===== config.mk =====
export PLATFORM = sky130hd
export DESIGN_NAME = sram_burst_sequencer
export DESIGN_NICKNAME = d
export VERILOG_FILES = /design/src/rtl/sram_pkg.sv /design/src/rtl/sram_timeout_ctr.sv /design/src/rtl/sram_burst_sequencer.sv
export SDC_FILE = /design/constraint.sdc
export NUM_CORES = 1
export LEC_CHECK = 0
export ABC_AREA = 1
export CORE_AREA = 3 3 98 91
export DETAILED_ROUTE_END_ITERATION = 6
export DIE_AREA = 0 0 101 94
export GPL_ROUTABILITY_DRIVEN = 0
export PLACE_DENSITY = 0.75
export SLEW_MARGIN = 20
export SYNTH_ARGS = -nofsm -noshare
export SYNTH_HDL_FRONTEND = slang
export SYNTH_HIERARCHICAL = 1
export SYNTH_SLANG_ARGS = --single-unit

===== constraint.sdc =====
create_clock -name i_clk -period 1.55 [get_ports i_clk]
set_input_delay 0.2325 -clock i_clk [delete_from_list [all_inputs] [get_ports i_clk]]
set_output_delay 0.2325 -clock i_clk [all_outputs]
set_load 0.03 [all_outputs]

===== src/rtl/sram_pkg.sv =====
// ----------------------------------------------------------------------------
// sram_pkg
// Shared definitions for the SRAM command-side blocks.
//   state_e         : burst sequencer state encoding (IDLE/WDATA/MEM/RDATA)
//   SRAM_ADDR_WIDTH : byte-address width of the sram_1Mx8 device (1M bytes)
//   SRAM_DATA_WIDTH : data width of the sram_1Mx8 device
// ----------------------------------------------------------------------------
package sram_pkg;

  typedef enum logic [1:0] {
    ST_IDLE  = 2'd0,
    ST_WDATA = 2'd1,
    ST_MEM   = 2'd2,
    ST_RDATA = 2'd3
  } state_e;

  localparam int SRAM_ADDR_WIDTH = 20;
  localparam int SRAM_DATA_WIDTH = 8;

endpackage


===== src/rtl/sram_timeout_ctr.sv =====
// ----------------------------------------------------------------------------
// sram_timeout_ctr
// Wait-cycle counter for a memory request. Clears while i_clr is high,
// counts up while i_en is high, and raises o_expired once the count equals
// TIMEOUT. The count holds at TIMEOUT so the flag cannot alias back to zero.
// Ports:
//   i_clk      : clock, rising edge
//   i_n_reset  : asynchronous active-low reset
//   i_clr      : synchronous clear (count back to zero)
//   i_en       : count one more waiting cycle
//   o_expired  : count has reached TIMEOUT
// ----------------------------------------------------------------------------
module sram_timeout_ctr #(
  parameter int TIMEOUT = 255
) (
  input  logic i_clk,
  input  logic i_n_reset,
  input  logic i_clr,
  input  logic i_en,
  output logic o_expired
);

  localparam int CW = (TIMEOUT < 1) ? 1 : $clog2(TIMEOUT + 1);
  localparam logic [CW-1:0] CNT_ZERO  = {CW{1'b0}};
  localparam logic [CW-1:0] CNT_ONE   = {{(CW-1){1'b0}}, 1'b1};
  localparam logic [CW-1:0] CNT_LIMIT = CW'(TIMEOUT);

  logic [CW-1:0] r_cnt;

  // Wait-cycle count: clear has priority, saturate at the limit.
  always_ff @(posedge i_clk or negedge i_n_reset) begin
    if (!i_n_reset) begin
      r_cnt <= CNT_ZERO;
    end else if (i_clr) begin
      r_cnt <= CNT_ZERO;
    end else if (i_en && (r_cnt != CNT_LIMIT)) begin
      r_cnt <= r_cnt + CNT_ONE;
    end
  end

  assign o_expired = (r_cnt == CNT_LIMIT);

endmodule


===== src/rtl/sram_burst_sequencer.sv =====
// ----------------------------------------------------------------------------
// sram_burst_sequencer
// Splits burst read/write commands into single-byte req/ack accesses for the
// sram_1Mx8 pin driver, streaming write bytes in and read bytes out over
// valid/ready handshakes. A request left unacknowledged for TIMEOUT wait
// cycles aborts the burst with a one-cycle o_err pulse.
// Ports:
//   i_clk, i_n_reset                : clock, async active-low reset
//   i_cmd_valid/o_cmd_ready         : command handshake (ready only in IDLE)
//   i_cmd_write/i_cmd_addr/i_cmd_len: direction, start address, bytes-1
//   i_wdata/i_wvalid/o_wready       : write byte stream in
//   o_rdata/o_rvalid/i_rready       : read byte stream out
//   o_mem_req/o_mem_write/o_mem_addr/o_mem_wdata : access to the SRAM stage
//   i_mem_ack/i_mem_rdata           : access completion, read data
//   o_busy                          : not IDLE
//   o_err                           : one-cycle pulse on timeout abort
// All outputs are decoded from registers only; no input reaches an output
// combinationally.
// ----------------------------------------------------------------------------
module sram_burst_sequencer
  import sram_pkg::*;
#(
  parameter int ADDR_WIDTH = SRAM_ADDR_WIDTH,
  parameter int DATA_WIDTH = SRAM_DATA_WIDTH,
  parameter int LEN_WIDTH  = 8,
  parameter int TIMEOUT    = 255
) (
  input  logic                  i_clk,
  input  logic                  i_n_reset,
  input  logic                  i_cmd_valid,
  output logic                  o_cmd_ready,
  input  logic                  i_cmd_write,
  input  logic [ADDR_WIDTH-1:0] i_cmd_addr,
  input  logic [LEN_WIDTH-1:0]  i_cmd_len,
  input  logic [DATA_WIDTH-1:0] i_wdata,
  input  logic                  i_wvalid,
  output logic                  o_wready,
  output logic [DATA_WIDTH-1:0] o_rdata,
  output logic                  o_rvalid,
  input  logic                  i_rready,
  output logic                  o_mem_req,
  output logic                  o_mem_write,
  output logic [ADDR_WIDTH-1:0] o_mem_addr,
  output logic [DATA_WIDTH-1:0] o_mem_wdata,
  input  logic                  i_mem_ack,
  input  logic [DATA_WIDTH-1:0] i_mem_rdata,
  output logic                  o_busy,
  output logic                  o_err
);

  localparam logic [ADDR_WIDTH-1:0] ADDR_ZERO = {ADDR_WIDTH{1'b0}};
  localparam logic [ADDR_WIDTH-1:0] ADDR_ONE  = {{(ADDR_WIDTH-1){1'b0}}, 1'b1};
  localparam logic [LEN_WIDTH-1:0]  LEN_ZERO  = {LEN_WIDTH{1'b0}};
  localparam logic [LEN_WIDTH-1:0]  LEN_ONE   = {{(LEN_WIDTH-1){1'b0}}, 1'b1};
  localparam logic [DATA_WIDTH-1:0] DATA_ZERO = {DATA_WIDTH{1'b0}};

  state_e                r_state;
  logic                  r_write;
  logic [ADDR_WIDTH-1:0] r_addr;
  logic [LEN_WIDTH-1:0]  r_count;   // bytes still to go after the current one
  logic [DATA_WIDTH-1:0] r_wdata;
  logic [DATA_WIDTH-1:0] r_rdata;
  logic                  r_err;

  logic w_in_mem;
  logic w_last;
  logic w_tmo_clr;
  logic w_tmo_en;
  logic w_expired;

  assign w_in_mem = (r_state == ST_MEM);
  assign w_last   = (r_count == LEN_ZERO);

  // The counter sits at zero whenever we are outside MEM, so every MEM entry
  // starts a fresh wait window; it advances only on cycles without an ack.
  assign w_tmo_clr = ~w_in_mem;
  assign w_tmo_en  = w_in_mem & ~i_mem_ack;

  sram_timeout_ctr #(
    .TIMEOUT (TIMEOUT)
  ) u_timeout_ctr (
    .i_clk     (i_clk),
    .i_n_reset (i_n_reset),
    .i_clr     (w_tmo_clr),
    .i_en      (w_tmo_en),
    .o_expired (w_expired)
  );

  // Burst FSM with address incrementer, byte counter and captured data.
  always_ff @(posedge i_clk or negedge i_n_reset) begin
    if (!i_n_reset) begin
      r_state <= ST_IDLE;
      r_write <= 1'b0;
      r_addr  <= ADDR_ZERO;
      r_count <= LEN_ZERO;
      r_wdata <= DATA_ZERO;
      r_rdata <= DATA_ZERO;
      r_err   <= 1'b0;
    end else begin
      r_err <= 1'b0;
      case (r_state)
        ST_IDLE: begin
          if (i_cmd_valid) begin
            r_write <= i_cmd_write;
            r_addr  <= i_cmd_addr;
            r_count <= i_cmd_len;
            r_state <= i_cmd_write ? ST_WDATA : ST_MEM;
          end
        end
        ST_WDATA: begin
          if (i_wvalid) begin
            r_wdata <= i_wdata;
            r_state <= ST_MEM;
          end
        end
        ST_MEM: begin
          // An ack in the expiry cycle still completes the access.
          if (i_mem_ack) begin
            if (!r_write) begin
              r_rdata <= i_mem_rdata;
              r_state <= ST_RDATA;
            end else if (w_last) begin
              r_state <= ST_IDLE;
            end else begin
              r_count <= r_count - LEN_ONE;
              r_addr  <= r_addr + ADDR_ONE;   // wraps modulo 2^ADDR_WIDTH
              r_state <= ST_WDATA;
            end
          end else if (w_expired) begin
            r_err   <= 1'b1;
            r_state <= ST_IDLE;
          end
        end
        ST_RDATA: begin
          if (i_rready) begin
            if (w_last) begin
              r_state <= ST_IDLE;
            end else begin
              r_count <= r_count - LEN_ONE;
              r_addr  <= r_addr + ADDR_ONE;
              r_state <= ST_MEM;
            end
          end
        end
        default: begin
          r_state <= ST_IDLE;
        end
      endcase
    end
  end

  assign o_cmd_ready = (r_state == ST_IDLE);
  assign o_wready    = (r_state == ST_WDATA);
  assign o_rvalid    = (r_state == ST_RDATA);
  assign o_mem_req   = w_in_mem;
  assign o_mem_write = w_in_mem & r_write;
  assign o_mem_addr  = r_addr;
  assign o_mem_wdata = r_wdata;
  assign o_rdata     = r_rdata;
  assign o_busy      = (r_state != ST_IDLE);
  assign o_err       = r_err;

endmodule


* Word level (Yosys, flattened, before mapping)
Cells that the tools add are included.
** Storage, ports and cells
- Flip-flop bits (word level) :: 56
- Bits in latches :: 0
- RAM bits :: 0
- ROM bits :: 0
- Output and inout bits :: 43
- Memories :: 0
** Cells by class
- Add/sub/neg operators :: 3
- Multiply operators :: 0
- Div/mod/pow operators :: 0
- $lt $le $gt $ge :: 0
- Eq/ne operators :: 12
- Shifts and indexed selects :: 0
- Muxes and demuxes :: 27
- Bitwise logic cells :: 4
- Reduce and logical (&&, ||, !) cells :: 10
** Operators by type and width (number)
- 2-to-1 mux 20 bit :: 5
- case mux 20 bit (3 select lines) :: 1
- 2-to-1 mux 8 bit :: 7
- case mux 8 bit (3 select lines) :: 1
- adder 20 x 1 -> 20 bit, second input constant :: 1
- 2-to-1 mux 2 bit :: 8
- adder 8 x 1 -> 8 bit, second input constant :: 1
- == test 8 bit, second input constant :: 1
- logical NOT 8 bit :: 1
- != test 2 bit, second input constant :: 4
- != test 8 bit, second input constant :: 1
- case mux 2 bit (4 select lines) :: 1
- subtractor 8 x 1 -> 8 bit, second input constant :: 1
- AND reduction 5 bit :: 1
- == test 2 bit, second input constant :: 2
- 2-to-1 mux 1 bit :: 4
- != test 2 x 1 -> 1 bit, second input constant :: 2
- AND reduction 2 bit :: 2
- AND reduction 4 bit :: 1
- != test 3 x 2 -> 1 bit, second input constant :: 1
- AND reduction 3 bit :: 1
- nonzero test 3 bit :: 1
- AND 1 bit :: 2
- == test 2 x 1 -> 1 bit, second input constant :: 1
- 4 further kinds :: 5

* Logic depth before layout (Yosys ltp)
- Word-level depth :: 5
- Mapped depth :: 12
- Gate-level depth less buffers :: 12

* Cells and area by module
The synthesis kept the hierarchy.
** Modules (own cells, without submodules)
- sram_burst_sequencer :: instances 1, cells an instance 418, area an instance 2981.6 um^2, sequential area each 1201.2 um^2
- sram_timeout_ctr :: instances 1, cells an instance 68, area an instance 514.2 um^2, sequential area each 200.2 um^2

* Least setup slack after synthesis
OpenSTA, ideal clock, no wires.
- Path type :: register -> register
- Start point :: reg r_addr[0] (netlist: o_mem_addr[0])
- End point :: reg r_addr[18] (netlist: o_mem_addr[18])
- Setup time :: 0.117 ns
- Data arrival time :: 1.558 ns
- Required time :: 1.433 ns
- Path slack :: -0.125 ns
- Cell stages (with the launch flop) :: 9
- Path through :: dfrtp_1 > ha_1 > nand2_1 > nor2_1 > nand3_1 > o21ai_0 > nand3_1 > nand2_1 > nand2_1
** On the way
- Word-level cells in the longest chain between the ends :: 5
- Elaborated cells on any way between the ends :: 6
** RTL lines
- start, declared :: RTL line sram_burst_sequencer.sv:59 : logic [ADDR_WIDTH-1:0] r_addr;
- start signal, assigned :: RTL line sram_burst_sequencer.sv:105 : r_addr <= i_cmd_addr;
- start signal, assigned :: RTL line sram_burst_sequencer.sv:126 : r_addr <= r_addr + ADDR_ONE;
- start signal, assigned :: RTL line sram_burst_sequencer.sv:140 : r_addr <= r_addr + ADDR_ONE;
- adder 20 x 1 -> 20 bit (*) :: RTL line sram_burst_sequencer.sv:126, sram_burst_sequencer.sv:140
- 2-to-1 mux 20 bit (*) :: RTL line sram_burst_sequencer.sv:122, sram_burst_sequencer.sv:136
- 2-to-1 mux 20 bit :: RTL line sram_burst_sequencer.sv:119 : if (!r_write) begin
- 2-to-1 mux 20 bit :: RTL line sram_burst_sequencer.sv:118 : if (i_mem_ack) begin
- case mux 20 bit (3 select lines) (*) :: RTL line sram_burst_sequencer.sv:101 : case (r_state)
Mark *: on every way between the ends. The rest lies on a longest branch, timed or not. The select of a mux whose other input is x is not followed.
A chain may end at the register's enable or synchronous reset.

* Final worst setup path
- Start point :: reg u_timeout_ctr.r_cnt[0]
- End point :: reg r_state[0]
** On the way
- Word-level cells in the longest chain between the ends :: 3
** RTL lines
- start, declared :: RTL line sram_timeout_ctr.sv:28 : logic [CW-1:0] r_cnt;
- start signal, assigned :: RTL line sram_timeout_ctr.sv:37 : r_cnt <= r_cnt + CNT_ONE;
- == test 8 bit :: RTL line sram_timeout_ctr.sv:41 : assign o_expired = (r_cnt == CNT_LIMIT);
- named net w_expired :: RTL line sram_burst_sequencer.sv:69 : logic w_expired;
- != test 3 x 2 -> 1 bit (no line)
- AND reduction 4 bit (no line)
- end signal, assigned :: RTL line sram_burst_sequencer.sv:107 : r_state <= i_cmd_write ? ST_WDATA : ST_MEM;
- end, declared :: RTL line sram_burst_sequencer.sv:57 : state_e r_state;
The timed path passes the listed nets, and every way through them passes these cells.

==> results.sh <==
export IMPL_crit_required_ns=1.75
export IMPL_diodes=0
export IMPL_synthSimpleGateAreaFrac=0.388
export IMPL_drt_met1_wl_um=4050
export IMPL_p_comb_frac=0.660
export IMPL_worstSkewPairLatency_ns=0.32
export IMPL_min_from="i_mem_rdata[5]"
export IMPL_fin_crit_sh=1.04
export IMPL_rows=31
export IMPL_drive_gt1_frac=0.224
export IMPL_synthDominantCellAreaShare=0.401
export IMPL_synth_xor_area_frac=0.0251
export IMPL_power_share_clock=0.081
export IMPL_p_int_mw=5.25
export IMPL_wl_met2_um=4850
export IMPL_synthMuxAreaShare=0.0258
export IMPL_portBuffers=93
export IMPL_drtPass1Iterations=5
export IMPL_syn_nets=541
export IMPL_syn_area_per_cell_um2=7.19
export IMPL_place_area_um2=4760
export IMPL_crit_arrival_ns=1.81
export IMPL_synth_compound_area_frac=0.0705
export IMPL_clock_path_buffers=2
export IMPL_drt_iter0_drc=167
export IMPL_leakagePower_nw=2.54
export IMPL_max_stage_delay_ns=0.42
export IMPL_area_growth_pct=44.9
export IMPL_critPathKind="reg -> reg"
export IMPL_wirelength_um=9470
export IMPL_grt_pass1_vias=3340
export IMPL_h_tree_depth=2
export IMPL_switching_power_mw=5.22
export IMPL_core_area_um2=7990
export IMPL_die_w_um=101
export IMPL_pwr_share_seq=0.258
export IMPL_maxSlewViolCount=0
export IMPL_yosysUniqueCellTypes=35
export IMPL_clock_sinks=56
export IMPL_path_cells="ha_4 -> nand2_4 -> nor2_4 -> nand2_2 -> inv_2 -> inv_2 -> nand2_2 -> nand3_2 -> nor2_2 -> nand2_1 -> nor2_1 -> nor2_1"
export IMPL_grt_pass1_wl_um=15000
export IMPL_start_util=0.438
export IMPL_cap_violations=0
export IMPL_num_io_pins=94
export IMPL_setup_tns_ns=-0.0587
export IMPL_grt_max_degree=57
export IMPL_hold_path_class="in -> reg"
export IMPL_violations="negative setup slack"
export IMPL_crit_fanout=2
export IMPL_startpoint="u_timeout_ctr/r_cnt[0]$_DFFE_PN0P_"
export IMPL_rsz0062_at_grt="yes"
export IMPL_layout_common_cells="168 x nand2_1, 60 x nor2_1, 51 x dfrtp_1, 49 x clkdlybuf4s50_1, 41 x buf_4"
export IMPL_synth_seq_cells=56
export IMPL_synth_top_family_by_area="simple AND/OR/NAND/NOR gates"
export IMPL_synth_top_cell_by_area="dfrtp_1"
export IMPL_dp_hpwl_um=6670
export IMPL_regToRegStartpoint="u_timeout_ctr/r_cnt[0]$_DFFE_PN0P_"
export IMPL_routedWlPerCell_um=13.1
export IMPL_power_density_nw_per_um2=2070
export IMPL_synthAdderAreaFrac=0.0143
export IMPL_slowest_stage="dfrtp_1"
export IMPL_path_clk_slew_ns=0.11
export IMPL_wl_met3_um=386
export IMPL_antenna_found_initial=0
export IMPL_fmax_mhz=622
export IMPL_design_area_um2=5070
export IMPL_max_slew_margin=0.785
export IMPL_cp_end_kind="flip-flop"
export IMPL_numCtsBuffers=5
export IMPL_cts_tree="built"
export IMPL_dpl_worst_slack_ns=-0.0922
export IMPL_synthTopCellsByArea="dfrtp_1 40%, nand2_1 19%, nor2_1 7.0%"
export IMPL_layout_min_cycle_time_ns=1.61
export IMPL_cts_root_buf="clkbuf_8"
export IMPL_swShare=0.499
export IMPL_skew_ns=0.0151
export IMPL_overflow=0
export IMPL_dieArea_um2=9490
export IMPL_ir_drop_v=0.000939
export IMPL_ant_nets=0
export IMPL_route_detailed_drc=0
export IMPL_grtUsageTotal=0.193
export IMPL_highest_layer="met4"
export IMPL_ys_seq_area_frac=0.401
export IMPL_synth_cells=486
export IMPL_setup_ws_ns=-0.0587
export IMPL_viasPerCell=4.92
export IMPL_setup_viol=1
export IMPL_finalHoldViolations=0
export IMPL_final_common_cell="nand2_1"
export IMPL_cp_start_kind="flip-flop"
export IMPL_tightest_slew_ns=0.323
export IMPL_die_height_um=94
export IMPL_yosysWarnings=6
export IMPL_status="finished, violations left"
export IMPL_fin_nets=678
export IMPL_vias=3556
export IMPL_syn_area_um2=3500
-- per-layer routing --
metal  vias up  track usage
li1       1796            -
met5         -            0
met1      1672        0.246
met4         0       0.0454
met3        15       0.0386
met2        73        0.337
-- critical path, delay by kind of cell, from the launching register on --
kind	cells	cell delay, ns
adders and majority gates	1	0.18
and+or+nand+nor	9	0.78
buffers and inverters	2	0.11
DFF	1	0.42
-- power groups by stage --
stage	registers [mW]	logic, mW	clock network [mW]
global placement	2.69	6.65	0
CTS	2.68	6.62	0.873
detailed placement	2.73	6.80	0
finish	2.70	6.91	0.850
global route	2.80	7.62	0.927
floorplan	3.55	3.51	0
-- flip-flops by register name (all words and copies together) (netlist names) --
register             cells
o_mem_addr              20
o_mem_wdata              8
o_err                    1
u_timeout_ctr/r_cnt      8
o_rdata                  8
r_write                  1
r_count                  8
r_state                  2
-- cell families after synthesis --
family          Yosys count
xor+xnor                 10
flops                    56
fa+ha+maj                 4
simple gates            313
mux                       8
compound gates           36
buf+inv                  59
-- path summary, 6_finish.rpt --
check	slack (ns)	endpoint	cells after the start
worst min register to register	0.48	o_rdata[1]$_DFFE_PN0P_	2
worst max register to register	-0.06	r_state[0]$_DFFE_PN0P_	12
worst min-delay path	0.45	o_rdata[5]$_DFFE_PN0P_	3
min in group asynchronous	0.47	o_mem_wdata[7]$_DFFE_PN0P_	3
worst max-delay path	-0.06	r_state[0]$_DFFE_PN0P_	12
max in group asynchronous	0.80	o_mem_addr[4]$_DFFE_PN0P_	3
-- cell usage after synthesis --
master,n
a21oi_1,2
or2_2,1
nor2_1,65
nor2_8,1
nor3b_1,1
nand4_2,1
inv_1,43
a21oi_4,1
nor2_4,3
o21bai_1,1
nor2_2,6
clkbuf_1,4
xnor2_1,2
dfrtp_1,56
buf_4,2
nor3_2,1
buf_6,4
inv_2,4
ha_1,4
nand4_1,5
nor3_1,2
nand3b_1,1
nand2_2,8
nand2_8,1
o21ai_1,5
mux2_2,8
buf_2,1
a41oi_1,1
inv_4,1
or2_1,1
nand2_1,176
nand3_1,40
o21ai_2,13
o21ai_0,13
xor2_1,8
-- through the flow --
stage	power (mW)	utilization	hold WS (ns)	std cells
final	10.5	0.634	0.448	723
after CTS	10.2	0.612	0.442	718
after global routing	11.3	0.634	0.444	723
after floorplan	7.06	-	-0.0631	486
after detailed placement	9.52	0.596	0.271	701
after global placement	9.34	0.596	0.264	701
-- repair_timing --
action                                 in CTS  in global routing
setup endpoints to repair                  40                 50
pin swaps                                   5                 11
hold buffers                                1                  0
endpoints found under the hold margin      56                  0
buffers inserted                            8                  6
resized for setup                          42                 39
-- final cells by class --
type / count / area, um^2
sequential: 56 / 1410
multi-input combinational: 371 / 1940
tap: 99 / 124
inverter: 48 / 185
fill: 718 / 2920
clock buffer: 7 / 86.3
clock inverter: 1 / 7.51
timing repair buffer: 141 / 1320
(Power assumes the default switching activity.)
